[config.mk]
export PLATFORM = sky130hd
export DESIGN_NAME = game_sequencer
export DESIGN_NICKNAME = d
export VERILOG_FILES = /design/src/rtl/game_sequencer_pkg.sv /design/src/rtl/game_sequencer_lane_timer.sv /design/src/rtl/game_sequencer.sv
export SDC_FILE = /design/constraint.sdc
export NUM_CORES = 1
export LEC_CHECK = 0
export CAP_MARGIN = 20
export CORE_AREA = 2 2 73 75
export DETAILED_ROUTE_END_ITERATION = 12
export DIE_AREA = 0 0 75 77
export PLACE_DENSITY = 0.91
export SLEW_MARGIN = 15
export SYNTH_ARGS = -nofsm -noshare
export SYNTH_HDL_FRONTEND = slang
export SYNTH_SLANG_ARGS = --single-unit
[constraint.sdc]
create_clock -name clk -period 11.6 [get_ports clk]
set_clock_uncertainty 0.15 [all_clocks]
set_input_delay 2.32 -clock clk [delete_from_list [all_inputs] [get_ports clk]]
set_output_delay 2.32 -clock clk [all_outputs]
set_load 0.01 [all_outputs]
[src/rtl/game_sequencer_pkg.sv]
// game_sequencer_pkg: shared state/lane encodings and default timing
package game_sequencer_pkg;
  typedef enum logic [3:0] {
    IDLE    = 4'b0001,
    RUNNING = 4'b0010,
    LOST    = 4'b0100,
    WON     = 4'b1000
  } state_t;
  localparam logic [2:0] LANE_FWD   = 3'b001;
  localparam logic [2:0] LANE_LEFT  = 3'b010;
  localparam logic [2:0] LANE_RIGHT = 3'b100;
  localparam int FWD_FIRST_DEF   = 2;
  localparam int LEFT_FIRST_DEF  = 5;
  localparam int RIGHT_FIRST_DEF = 8;
  localparam int RESPAWN_DEF     = 6;
  localparam int MAX_HEALTH_DEF  = 3;
  localparam int WIN_KILLS_DEF   = 10;
endpackage

[src/rtl/game_sequencer_lane_timer.sv]
// game_sequencer_lane_timer: per-lane spawn countdown with pending and occupied flags
module game_sequencer_lane_timer #(
  parameter int FIRST   = 2,
  parameter int RESPAWN = 6
) (
  input  logic clk,
  input  logic rst,
  input  logic load,
  input  logic run,
  input  logic tick,
  input  logic kill,
  input  logic grant,
  output logic pending,
  output logic occupied,
  output logic hit
);
  logic [7:0] count;
  assign hit = run && kill && occupied;
  always_ff @(posedge clk) begin
    if (!rst) begin
      count    <= '0;
      pending  <= 1'b0;
      occupied <= 1'b0;
    end else if (load) begin
      count    <= 8'(FIRST);
      pending  <= 1'b0;
      occupied <= 1'b0;
    end else if (run) begin
      if (hit) begin
        occupied <= 1'b0;
        count    <= 8'(RESPAWN);
      end else if (grant) begin
        occupied <= 1'b1;
        pending  <= 1'b0;
      end else if (tick && !pending && !occupied) begin
        count   <= count == 8'd0 ? count : count - 8'd1;
        pending <= count <= 8'd1;
      end
    end
  end
endmodule

[src/rtl/game_sequencer.sv]
// game_sequencer: game FSM, health/score tracking and round-robin spawn arbiter
module game_sequencer
  import game_sequencer_pkg::*;
#(
  parameter int FWD_FIRST   = FWD_FIRST_DEF,
  parameter int LEFT_FIRST  = LEFT_FIRST_DEF,
  parameter int RIGHT_FIRST = RIGHT_FIRST_DEF,
  parameter int RESPAWN     = RESPAWN_DEF,
  parameter int MAX_HEALTH  = MAX_HEALTH_DEF,
  parameter int WIN_KILLS   = WIN_KILLS_DEF
) (
  input  logic       clk,
  input  logic       rst,
  input  logic       start,
  input  logic       sec_tick,
  input  logic [2:0] kill,
  input  logic       enemy_attack,
  input  logic       spawn_ready,
  output logic       spawn_valid,
  output logic [2:0] spawn_lane,
  output logic [2:0] lane_occupied,
  output logic [3:0] game_state,
  output logic [1:0] player_health,
  output logic [7:0] score
);
  state_t state, state_nx;
  logic running, load, accept;
  logic [2:0] pending, hit, grant;
  logic [1:0] ptr, pick, c1, c2, kills, health_nx;
  logic [8:0] sum;
  logic [7:0] score_nx;
  assign running = state == RUNNING;
  assign load = state == IDLE && start;
  assign accept = running && spawn_valid && spawn_ready;
  assign grant = accept ? spawn_lane : 3'b000;
  assign game_state = state;
  for (genvar i = 0; i < 3; i++) begin : g_lane
    game_sequencer_lane_timer #(
      .FIRST(i == 0 ? FWD_FIRST : i == 1 ? LEFT_FIRST : RIGHT_FIRST),
      .RESPAWN(RESPAWN)
    ) u_timer (
      .clk(clk),
      .rst(rst),
      .load(load),
      .run(running),
      .tick(sec_tick),
      .kill(kill[i]),
      .grant(grant[i]),
      .pending(pending[i]),
      .occupied(lane_occupied[i]),
      .hit(hit[i])
    );
  end
  always_comb begin
    c1 = ptr == 2'd2 ? 2'd0 : ptr + 2'd1;
    c2 = ptr == 2'd0 ? 2'd2 : ptr - 2'd1;
    pick = pending[ptr] ? ptr : pending[c1] ? c1 : c2;
    kills = 2'(hit[0]) + 2'(hit[1]) + 2'(hit[2]);
    sum = {1'b0, score} + 9'(kills);
    score_nx = sum[8] ? 8'hff : sum[7:0];
    health_nx = enemy_attack && player_health != 2'd0 ? player_health - 2'd1 : player_health;
    state_nx = state == IDLE ? (start ? RUNNING : IDLE)
             : state == RUNNING ? (health_nx == 2'd0 ? LOST : score_nx >= 8'(WIN_KILLS) ? WON : RUNNING)
             : (start ? IDLE : state);
  end
  always_ff @(posedge clk) begin
    if (!rst) state <= IDLE;
    else state <= state_nx;
  end
  always_ff @(posedge clk) begin
    if (!rst) begin
      player_health <= '0;
      score         <= '0;
      spawn_valid   <= 1'b0;
      spawn_lane    <= '0;
      ptr           <= '0;
    end else if (load) begin
      player_health <= 2'(MAX_HEALTH);
      score         <= '0;
      spawn_valid   <= 1'b0;
      ptr           <= '0;
    end else if (running) begin
      player_health <= health_nx;
      score         <= score_nx;
      if (accept || state_nx != RUNNING) spawn_valid <= 1'b0;
      else if (!spawn_valid && |pending) begin
        spawn_valid <= 1'b1;
        spawn_lane  <= pick == 2'd0 ? LANE_FWD : pick == 2'd1 ? LANE_LEFT : LANE_RIGHT;
        ptr         <= pick == 2'd2 ? 2'd0 : pick + 2'd1;
      end
    end
  end
endmodule

; ---- Word level (Yosys, flattened, before mapping)
; Cells that the tools add are included.
[totals]
inputBits = 9
ff_bits = 50
output_inout_bits = 21
elab_cells = 175
[op_classes]
n_addsub = 10
n_bitwise = 6
n_lt_le_gt_ge = 6
eq_ne = 18
mux = 54
n_reduce_logical = 63
[ops]
columns = op, count
row1 = $mux W8, 13
row2 = $mux W4, 7
row3 = $reduce_and A4 Y1, 7
row4 = $le A8 B1 Y1 const B, 3
row5 = $logic_not A8 Y1, 3
row6 = $reduce_bool A2 Y1, 12
row7 = $sub A8 B1 Y8 const B, 3
row8 = $mux W2, 11
row9 = $logic_and A1 B1 Y1, 17
row10 = $mux W1, 16
row11 = $mux W3, 5
row12 = $ne A2 B1 Y1 const B, 6
row13 = $ne A3 B1 Y1 const B, 4
row14 = $reduce_and A3 Y1, 4
row15 = $add A8 B2 Y9, 1
row16 = $reduce_bool A3 Y1, 3
row17 = $ge A8 B4 Y1 const B, 1
row18 = $reduce_and A2 Y1, 4
row19 = $logic_not A1 Y1, 7
row20 = $logic_not A2 Y1, 3
row21 = $lt A2 B3 Y1 const B, 2
row22 = $ne A3 B2 Y1 const B, 2
row23 = $not A1 Y1, 6
row24 = $add A2 B1 Y2 const B, 2
row25 = 12 further kinds, 15

; ---- Logic depth before layout (Yosys ltp)
; Gate-level depths: netlist (run 1).
[logic_depth]
word_depth = 16
ltp_mapped = 15
mapped_depth_nobuf = 12

; ---- Modules after synthesis
; From an unflattened synthesis (run 1), not the netlist that was laid out.
[unflattened]
hier_cells = 373
hier_area_um2 = 3120.5
[modules_own_cells]
columns = module, area_per_inst_um2, seq_area_each_um2, instances, cells_each
row1 = game_sequencer, 1301.2, 400.4, 1, 167
row2 = game_sequencer_lane_timer (g_lane[2].u_timer), 629.4, 200.2, 1, 71
row3 = game_sequencer_lane_timer (g_lane[1].u_timer), 595.6, 200.2, 1, 67
row4 = game_sequencer_lane_timer (g_lane[0].u_timer), 594.3, 200.2, 1, 68

; ---- Worst setup path before layout (run 1)
; OpenSTA, ideal clock, no wires.
[synth_path]
path_kind = input to register
from = in kill[0]
to = reg ptr[0]
t_arrival_ns = 5.121
setup_slack_ns = 6.237
setup_ns = 0.092
n_path_buf = 1
stages = 12
required_time_ns = 11.358
path_cell_list = nand2_1 > nor2_1 > fa_1 > ha_1 > fa_1 > and3_1 > clkbuf_1 > nor3_1 > a31oi_1 > nor4_4 > o211ai_2 > o32ai_1
[synth_via]
elab_chain_cells = 15
[synth_lines]
columns = element, line
row1 = start: declaration, game_sequencer.sv:16  ; input logic [2:0] kill,
row2 = $logic_and A1 B1 Y1 (2 in a row), game_sequencer_lane_timer.sv:18  ; assign hit = run && kill && occupied;
row3 = $add A1 B1 Y2, game_sequencer.sv:58  ; kills = 2'(hit[0]) + 2'(hit[1]) + 2'(hit[2]);
row4 = $add A2 B1 Y2, game_sequencer.sv:58
row5 = $add A8 B2 Y9, game_sequencer.sv:59  ; sum = {1'b0, score} + 9'(kills);
row6 = $mux W8, game_sequencer.sv:60  ; score_nx = sum[8] ? 8'hff : sum[7:0];
row7 = $ge A8 B4 Y1, game_sequencer.sv:63  ; : state == RUNNING ? (health_nx == 2'd0 ? LOST : score_nx >= 8'(WIN_KILLS) ? WON : RUNNING)
row8 = $mux W4 (3 in a row), game_sequencer.sv:63
row9 = $mux W4, game_sequencer.sv:62  ; state_nx = state == IDLE ? (start ? RUNNING : IDLE)
row10 = $ne A4 B2 Y1, game_sequencer.sv:85  ; if (accept || state_nx != RUNNING) spawn_valid <= 1'b0;
row11 = $logic_or A1 B1 Y1, game_sequencer.sv:85
row12 = $not A1 Y1 (no line), -
row13 = $reduce_and A3 Y1 (no line), -
row14 = end signal: assignment, game_sequencer.sv:89  ; ptr <= pick == 2'd2 ? 2'd0 : pick + 2'd1;
row15 = end: declaration, game_sequencer.sv:29  ; logic [1:0] ptr, pick, c1, c2, kills, health_nx;
; Every way passes these cells.
; A chain may end at the register's enable or synchronous reset.

; ---- Worst setup path in the final report (run 1)
[layout_path]
from = in kill[0]
to = reg spawn_lane[1]
[layout_via]
elab_chain_cells = 15
[layout_lines]
columns = element, line
row1 = $logic_and A1 B1 Y1 (2 in a row), game_sequencer_lane_timer.sv:18
row2 = $add A1 B1 Y2, game_sequencer.sv:58
row3 = $add A2 B1 Y2, game_sequencer.sv:58
row4 = $add A8 B2 Y9, game_sequencer.sv:59
row5 = $mux W8, game_sequencer.sv:60
row6 = $ge A8 B4 Y1, game_sequencer.sv:63
row7 = $mux W4 (3 in a row), game_sequencer.sv:63
row8 = $mux W4, game_sequencer.sv:62
row9 = $ne A4 B2 Y1, game_sequencer.sv:85
row10 = $logic_or A1 B1 Y1, game_sequencer.sv:85
row11 = $not A1 Y1 (no line), -
row12 = $reduce_and A4 Y1 (no line), -
row13 = end signal: assignment, game_sequencer.sv:88  ; spawn_lane <= pick == 2'd0 ? LANE_FWD : pick == 2'd1 ? LANE_LEFT : LANE_RIGHT;
row14 = end: declaration, game_sequencer.sv:20  ; output logic [2:0] spawn_lane,
; Every way passes these cells.

==> key figures, run 1 <==
Power and ir drop
  – Pwr Density: roughly 110 nW/µm²
  – Worst IR Drop VDD: 66.30 µV
  – LEAKAGE: approximately 1.1 nW
  – Overall power: ~0.00035 W

Timing
  – Tcrit/Tclk final: around half
  – Setup repair after global routing missed its margin: no
  – Slew Limit Fails: 0
  – Fmax: 166.4 MHz
  – Fin crit period: around 6000 ps
  – # setup viols final: 0
  – Setup TNS: 0 ps
  – Hold Vio Cnt, Final: 0
  – Max_slew headroom: a little over half
  – Worst Tran Pin Value: between 700 and 800 ps

Floorplan
  – Placeable core area: between 4000 and 5000 µm²
  – Top Ports: 30
  – Die width: about 75 µm
  – Starting Density: roughly 57%
  – Die height: just under 80 µm
  – Row count: 26
  – Die ar.: ~5800 µm²

Global routing
  – Initial antenna violation count: 0
  – Global-route wire length before repair: between 10,000 and 15,000 µm
  – Overflow after GRT: 0
  – Largest net degree at the start of global routing: 23
  – Vias in the first global route: 2,397
  – Total GRT Usage: around a quarter

Synth
  – Number of flops mapped to enable cells by yosys: 0
  – Ys async rst share: 0%
  – Synth unique cells: 58
  – Post-synth top flop: dfxtp_1
  – Avg Cell Area, Syn: slightly above 8 µm²
  – Synthesized flop and latch total: 50
  – Sequential area share after synthesis: between 30% and 40%
  – Cell area after synthesis: between 2000 and 3000 µm²
  – Mapped Nets: 373
  – Post-Syn Instances: 350
  – Synthesis Warnings: 0

Clock tree
  – Resize count post-CTS: 0
  – Root Driver: clkbuf_8
  – Clk sinks: 50
  – Postcts setup bufs: 0
  – Num CTS Buffers: 5
  – Clock tree from TritonCTS: built
  – # hold bufs at CTS: 0
  – Deepest clock path buffer count: 2
  – Clk slew on worst S/H paths: ~90 ps
  – Clk_lat worst skew: 310 ps
  – H-tree levels: 2

Setup path
  – Crit Path Max Fanout: 6
  – CP Launch Type: input port
  – Worst path max stage delay: 480 ps
  – Crit. End Element: register
  – Worst setup path class: in -> reg
  – Critical path cell sequence: clkdlybuf4s50_1 > nand2_1 > nor2_1 > fa_1 > ha_1 > fa_1 > xor2_1 > a2111oi_0 > a311oi_1 > nor4_4 > o211ai_2 > o32ai_1
  – Slowest cell on crit path: fa_1
  – Cell mode on critical path: fa_1
  – CP required: ~12,000 ps
  – Worst EP arrival: 6060 ps

Detailed routing
  – Final WL: about 6800 µm
  – Drt pass-1 iters: 7
  – Antenna-violating nets left: 0
  – # DRC: 0
  – Routed vias: roughly 2,700
  – Average wire per standard cell: about 15 µm
  – Vias per inst: between 6 and 7
  – Iteration-0 DRC Markers: 283

Layout
  – Commonest non-fill, non-tap cell in the layout: dfxtp_1
  – Antenna diodes: 0
  – Post-Layout Cell Count: 439
  – Nets: about 390
  – Synth-to-layout area growth: 14.74%
  – Most frequent cells in the layout: dfxtp_1 (50), nor2_1 (49), clkdlybuf4s50_1 (29)
  – Share of layout cells above drive strength 1: under 10%
  – # fillers: 411

Worst hold path
  – Hold crit path type: reg -> reg

Flow run
  – # Max-Cap Violations: 0

Outcome
  – Status: completed

Place
  – Placed insts: around 430
  – GPL Wtd Cong: roughly 0.97
  – I/O Buffers: 29
  – Detailed placement HPWL: ~4800 µm
[worst max-delay path: cells and delay by family]
family	cells	cell delay [ps]
adders and majority gates	3	1190
AOI/OAI and AO/OA	4	1150
and+or+nand+nor	3	770
buffers and inverters	1	460
xor gates and xnor gates	1	180
[layout make-up]
class	count	area [µm²]	share of cell area [%]
tap	70	87.58	2.668
clock inverter	1	30.03	0.9146
timing repair buffer	31	305.3	9.299
clock buffer	6	82.58	2.515
multi-input combinational	258	1690	51.49
sequential	50	1001	30.49
inverter	23	86.33	2.630
[where the power goes]
group	leakage, nW	internal [W]	switching, W	total, W
sequential	0.405	0.000176	0.00000635	0.000182
clock	0.0573	0.0000691	0.0000572	0.000126
combinational	0.679	0.0000204	0.0000260	0.0000463
total	1.14	0.000265	0.0000895	0.000355
[worst paths after layout]
path                                      to  cells after the start  slack, ps                  startpoint
setup reg to reg               spawn_lane[1]                     11       6970               game_state[0]
hold reg to reg   g_lane[1].u_timer.count[5]                      2        370  g_lane[1].u_timer.count[5]
hold / removal    g_lane[1].u_timer.count[5]                      2        370  g_lane[1].u_timer.count[5]
setup / recovery               spawn_lane[1]                     12       5590                     kill[0]
[metrics by stage]
step / instance area, µm² / setup WS, ps / hold WS, ps / util (%)
3_5_place_dp: 3171 / 5336 / 353.3 / 63.70
5_1_grt: 3283 / 5392 / 411.7 / 65.96
3_3_place_gp: 3171 / 5593 / 340.7 / 63.70
6_report: 3283 / 5590 / 367.1 / 65.96
4_1_cts: 3283 / 5626 / 378.3 / 65.96
2_1_floorplan: 2861 / 6237 / 317.7 / -
[registers in the layout, indices dropped and copies added (netlist names)]
signal,cells
ptr,2
player_health,2
g_lane.u_timer.pending,3
g_lane.u_timer.occupied,3
spawn_valid,1
game_state,4
spawn_lane,3
g_lane.u_timer.count,24
score,8
[routing by layer]
metal,track usage (%),routed length (µm)
met5,0,0
met4,8.036,188
met3,5.519,524
met2,38.51,3243
met1,31.01,2824
[Yosys cell counts (all sizes together), types with 3 or more instances]
library cell | count | area (µm²)
dfxtp | 50 | 1001
nor2 | 49 | 183.9
a21oi | 24 | 120.1
inv | 23 | 86.33
nand2 | 21 | 78.83
nor3 | 17 | 85.08
clkbuf | 12 | 45.04
ha | 12 | 150.1
o21ai | 12 | 60.05
a311oi | 10 | 87.58
nand3 | 10 | 50.05
xor2 | 9 | 78.83
xnor2 | 8 | 70.07
a211oi | 7 | 52.55
a31oi | 7 | 43.79
buf | 7 | 47.54
or3 | 5 | 31.28
mux2i | 4 | 40.04
nand2b | 4 | 25.02
nand4 | 4 | 25.02
nor2b | 4 | 25.02
o32ai | 4 | 35.03
a2111oi | 3 | 45.05
and2 | 3 | 18.77
and3 | 3 | 18.77
nand3b | 3 | 22.52
nor4 | 3 | 33.78
nor4b | 3 | 32.53
o211ai | 3 | 27.52
[logic make-up (layout without fill, tap and decap cells)]
kind of cell    count (synthesis)  count (layout)  share of synthesized area (%)
compound gates                 87              87                          21.38
xor+xnor                       17              17                          5.204
fa+ha+maj                      14              14                          6.646
buf+inv                        42              61                          6.252
flops                          50              50                          34.98
mux                             4               4                          1.399
simple gates                  136             136                          24.14
Note: power is estimated with default switching activity, not from simulation.
==> run 2: changes to the inputs <==
--- a/config.mk
+++ b/config.mk
@@ -6,10 +6,10 @@
 export NUM_CORES = 1
 export LEC_CHECK = 0
 export CAP_MARGIN = 20
-export CORE_AREA = 2 2 73 75
+export CORE_AREA = 2 2 78 80
 export DETAILED_ROUTE_END_ITERATION = 12
-export DIE_AREA = 0 0 75 77
-export PLACE_DENSITY = 0.91
+export DIE_AREA = 0 0 80 82
+export PLACE_DENSITY = 0.85
 export SLEW_MARGIN = 15
 export SYNTH_ARGS = -nofsm -noshare
 export SYNTH_HDL_FRONTEND = slang
==> constraint.sdc (replaced) <==
create_clock -name clk -period 5.2 [get_ports clk]
set_clock_uncertainty 0.15 [all_clocks]
set_input_delay 1.04 -clock clk [delete_from_list [all_inputs] [get_ports clk]]
set_output_delay 1.04 -clock clk [all_outputs]
set_load 0.01 [all_outputs]
==> run 2 against run 1 <==
Critical path depth unchanged. Routed wire length down 4.2%. Die area up 14%. Cell count up 1.6%. Design area up 0.46%. First-iteration DRC count up 10%. Flip-flop and latch count unchanged. Largest cell class unchanged.
==> key figures, run 2 (synthesis gave the netlist of run 1 again) <==
Layout
  – Commonest non-fill, non-tap cell in the layout: dfxtp_1
  – Post-route cell area: 3298 µm² (+0.46%)
  – Antenna diodes: 0 (unchanged)
  – Most flop-heavy register: g_lane.u_timer.count
  – Most frequent cells in the layout: dfxtp_1 (50), nor2_1 (49), clkdlybuf4s50_1 (29)
  – Synth-to-layout area growth: 15.26%
  – Max reg flops: 24 (unchanged)
  – Share of layout cells above drive strength 1: 5.121% (+0.51 points)
  – Nets: 393 (+0.26%)
  – Post-Layout Cell Count: 446 (+1.6%)
  – # fillers: 518 (+26%)

Detailed routing
  – # DRC: 0 (unchanged)
  – Average wire per standard cell: 14.57 µm (-5.7%)
  – Routed vias: 2,593 (-2.7%)
  – Final WL: 6496 µm (-4.2%)
  – Antenna-violating nets left: 0 (unchanged)
  – Iteration-0 DRC Markers: 312 (+10%)
  – Drt pass-1 iters: 4 (-3)
  – Vias per inst: 5.814 (-4.3%)

Timing
  – Fin crit period: between 4000 and 5000 ps
  – Hold Vio Cnt, Final: 0 (unchanged)
  – Worst Setup Slack, final: 649.6 ps (-4940 ps)
  – Setup TNS: 0 ps (unchanged)
  – Setup repair after global routing missed its margin: no
  – Fmax: roughly 220 MHz
  – Worst Tran Pin Value: 704.2 ps (-7.054 ps)
  – # setup viols final: 0 (unchanged)
  – Tcrit/Tclk final: around 88%
  – Slew Limit Fails: 0 (unchanged)
  – Max_slew headroom: 52.65% (+0.47 points)

Setup path
  – Crit path launch: kill[0]
  – R2R Path Start: game_state[0]
  – CP required: 5270 ps (-6380 ps)
  – Worst Reg-to-Reg Cells: 11 (unchanged)
  – Crit Path Max Fanout: 6 (unchanged)
  – Crit. End Element: register
  – CP Launch Type: input port
  – Worst setup path class: in -> reg
  – Worst EP arrival: 4620 ps (-1440 ps)
  – FF-to-FF setup slack: 760 ps (-6210 ps)
  – Reg2reg end: ptr[1]

Global routing
  – Largest net degree at the start of global routing: 23 (unchanged)
  – Overflow after GRT: 0 (unchanged)
  – Initial antenna violation count: 0 (unchanged)
  – GRT met1 Usage: 27.00% (-4.0 points)
  – GRT busiest layer: met2
  – Total GRT Usage: 20.92% (-3.0 points)
  – Global-route wire length before repair: 10,810 µm (-1.8%)
  – Grt met2 use: 35.00% (-3.5 points)
  – Vias in the first global route: 2,338 (-2.5%)
  – Met3 Use GR: 4.066% (-1.5 points)

Clock tree
  – Deepest clock path buffer count: 2 (unchanged)
  – Resize count post-CTS: 0 (unchanged)
  – Root Driver: clkbuf_8
  – Postcts setup bufs: 0 (unchanged)
  – Clock tree from TritonCTS: built
  – Clk slew on worst S/H paths: 100 ps (about the same)
  – # hold bufs at CTS: 0 (unchanged)
  – Num CTS Buffers: 5 (unchanged)
  – H-tree levels: 2 (unchanged)
  – Clk_lat worst skew: 310 ps (about the same)
  – Clk sinks: 50 (unchanged)

Floorplan
  – Placeable core area: 5746 µm² (+15%)
  – Die width: 80 µm (+6.7%)
  – Top Ports: 30 (unchanged)
  – Starting Density: 49.80% (-7.7 points)
  – Die height: 82 µm (+6.5%)
  – Die ar.: 6560 µm² (+14%)
  – Row count: 28 (+7.7%)

Place
  – I/O Buffers: 29 (unchanged)
  – GPL Wtd Cong: 0.9208 (-4.9%)
  – DP Worst Slack: 262.4 ps (-5074 ps)
  – DP Area: 3184 µm² (+0.43%)
  – Placed insts: 438 (+1.4%)
  – Detailed placement HPWL: 4809 µm (+1.0%)

Worst hold path
  – Hold crit path type: reg -> reg
  – Hold path depth: 2 (unchanged)
  – Hold Crit Start: score[7]
  – Min-Delay Endpoint: score[7]

Power and ir drop
  – LEAKAGE: 1.139 nW (-0.17%)
  – Pwr Density: 238.8 nW/µm² (+120%)
  – Worst IR Drop VDD: 118.6 µV (+79%)

Flow run
  – # Max-Cap Violations: 0 (unchanged)

Outcome
  – Status: completed
[run 2: how the worst max path moves through the flow]
stage,slack (ps),depth (start not counted),to
after floorplan,1050,15,ptr[0]
after global placement,470,12,ptr[0]
after detailed placement,260,12,ptr[0]
after CTS,620,12,spawn_lane[0]
after global routing,320,12,spawn_lane[0]
final,650,12,ptr[1]
[run 2: area by class of cell]
cell class / count / area, µm² / share of cell area, %
multi-input combinational: 258 / 1690 / 51.25
inverter: 23 / 86.33 / 2.618
sequential: 50 / 1001 / 30.35
clock buffer: 5 / 68.82 / 2.086
tap: 75 / 93.84 / 2.845
clock inverter: 3 / 45.04 / 1.366
timing repair buffer: 32 / 312.8 / 9.484
[run 2: where the power goes]
part           internal [W]  total, W  switching [W]
clock network      0.000143  0.000278       0.000135
registers          0.000392  0.000406      0.0000140
logic             0.0000467  0.000104      0.0000569
[run 2: per-layer routing]
metal	vias to the layer above	share of wire, %
met5	-	0
met4	0	1.7
met3	13	5.4
met2	77	48
met1	1204	45
li1	1299	-
[run 2: through the flow]
stage	hold WS (ps)	power (W)	util, %
floorplan	317.7	0.0004816	-
global placement	343.0	0.0005144	55.42
detailed placement	356.9	0.0005168	55.42
CTS	373.2	0.0007913	57.40
global route	403.9	0.0008214	57.40
finish	372.3	0.0007875	57.40
[run 2: worst max-delay path: stages]
cell and delay, ps:
clkdlybuf4s50_1 450, nand2_1 160, nor2_1 280, fa_1 460
ha_1 230, fa_1 480, xor2_1 180, a2111oi_0 390
a311oi_1 150, nor4_4 320, o211ai_2 210, o32ai_1 260
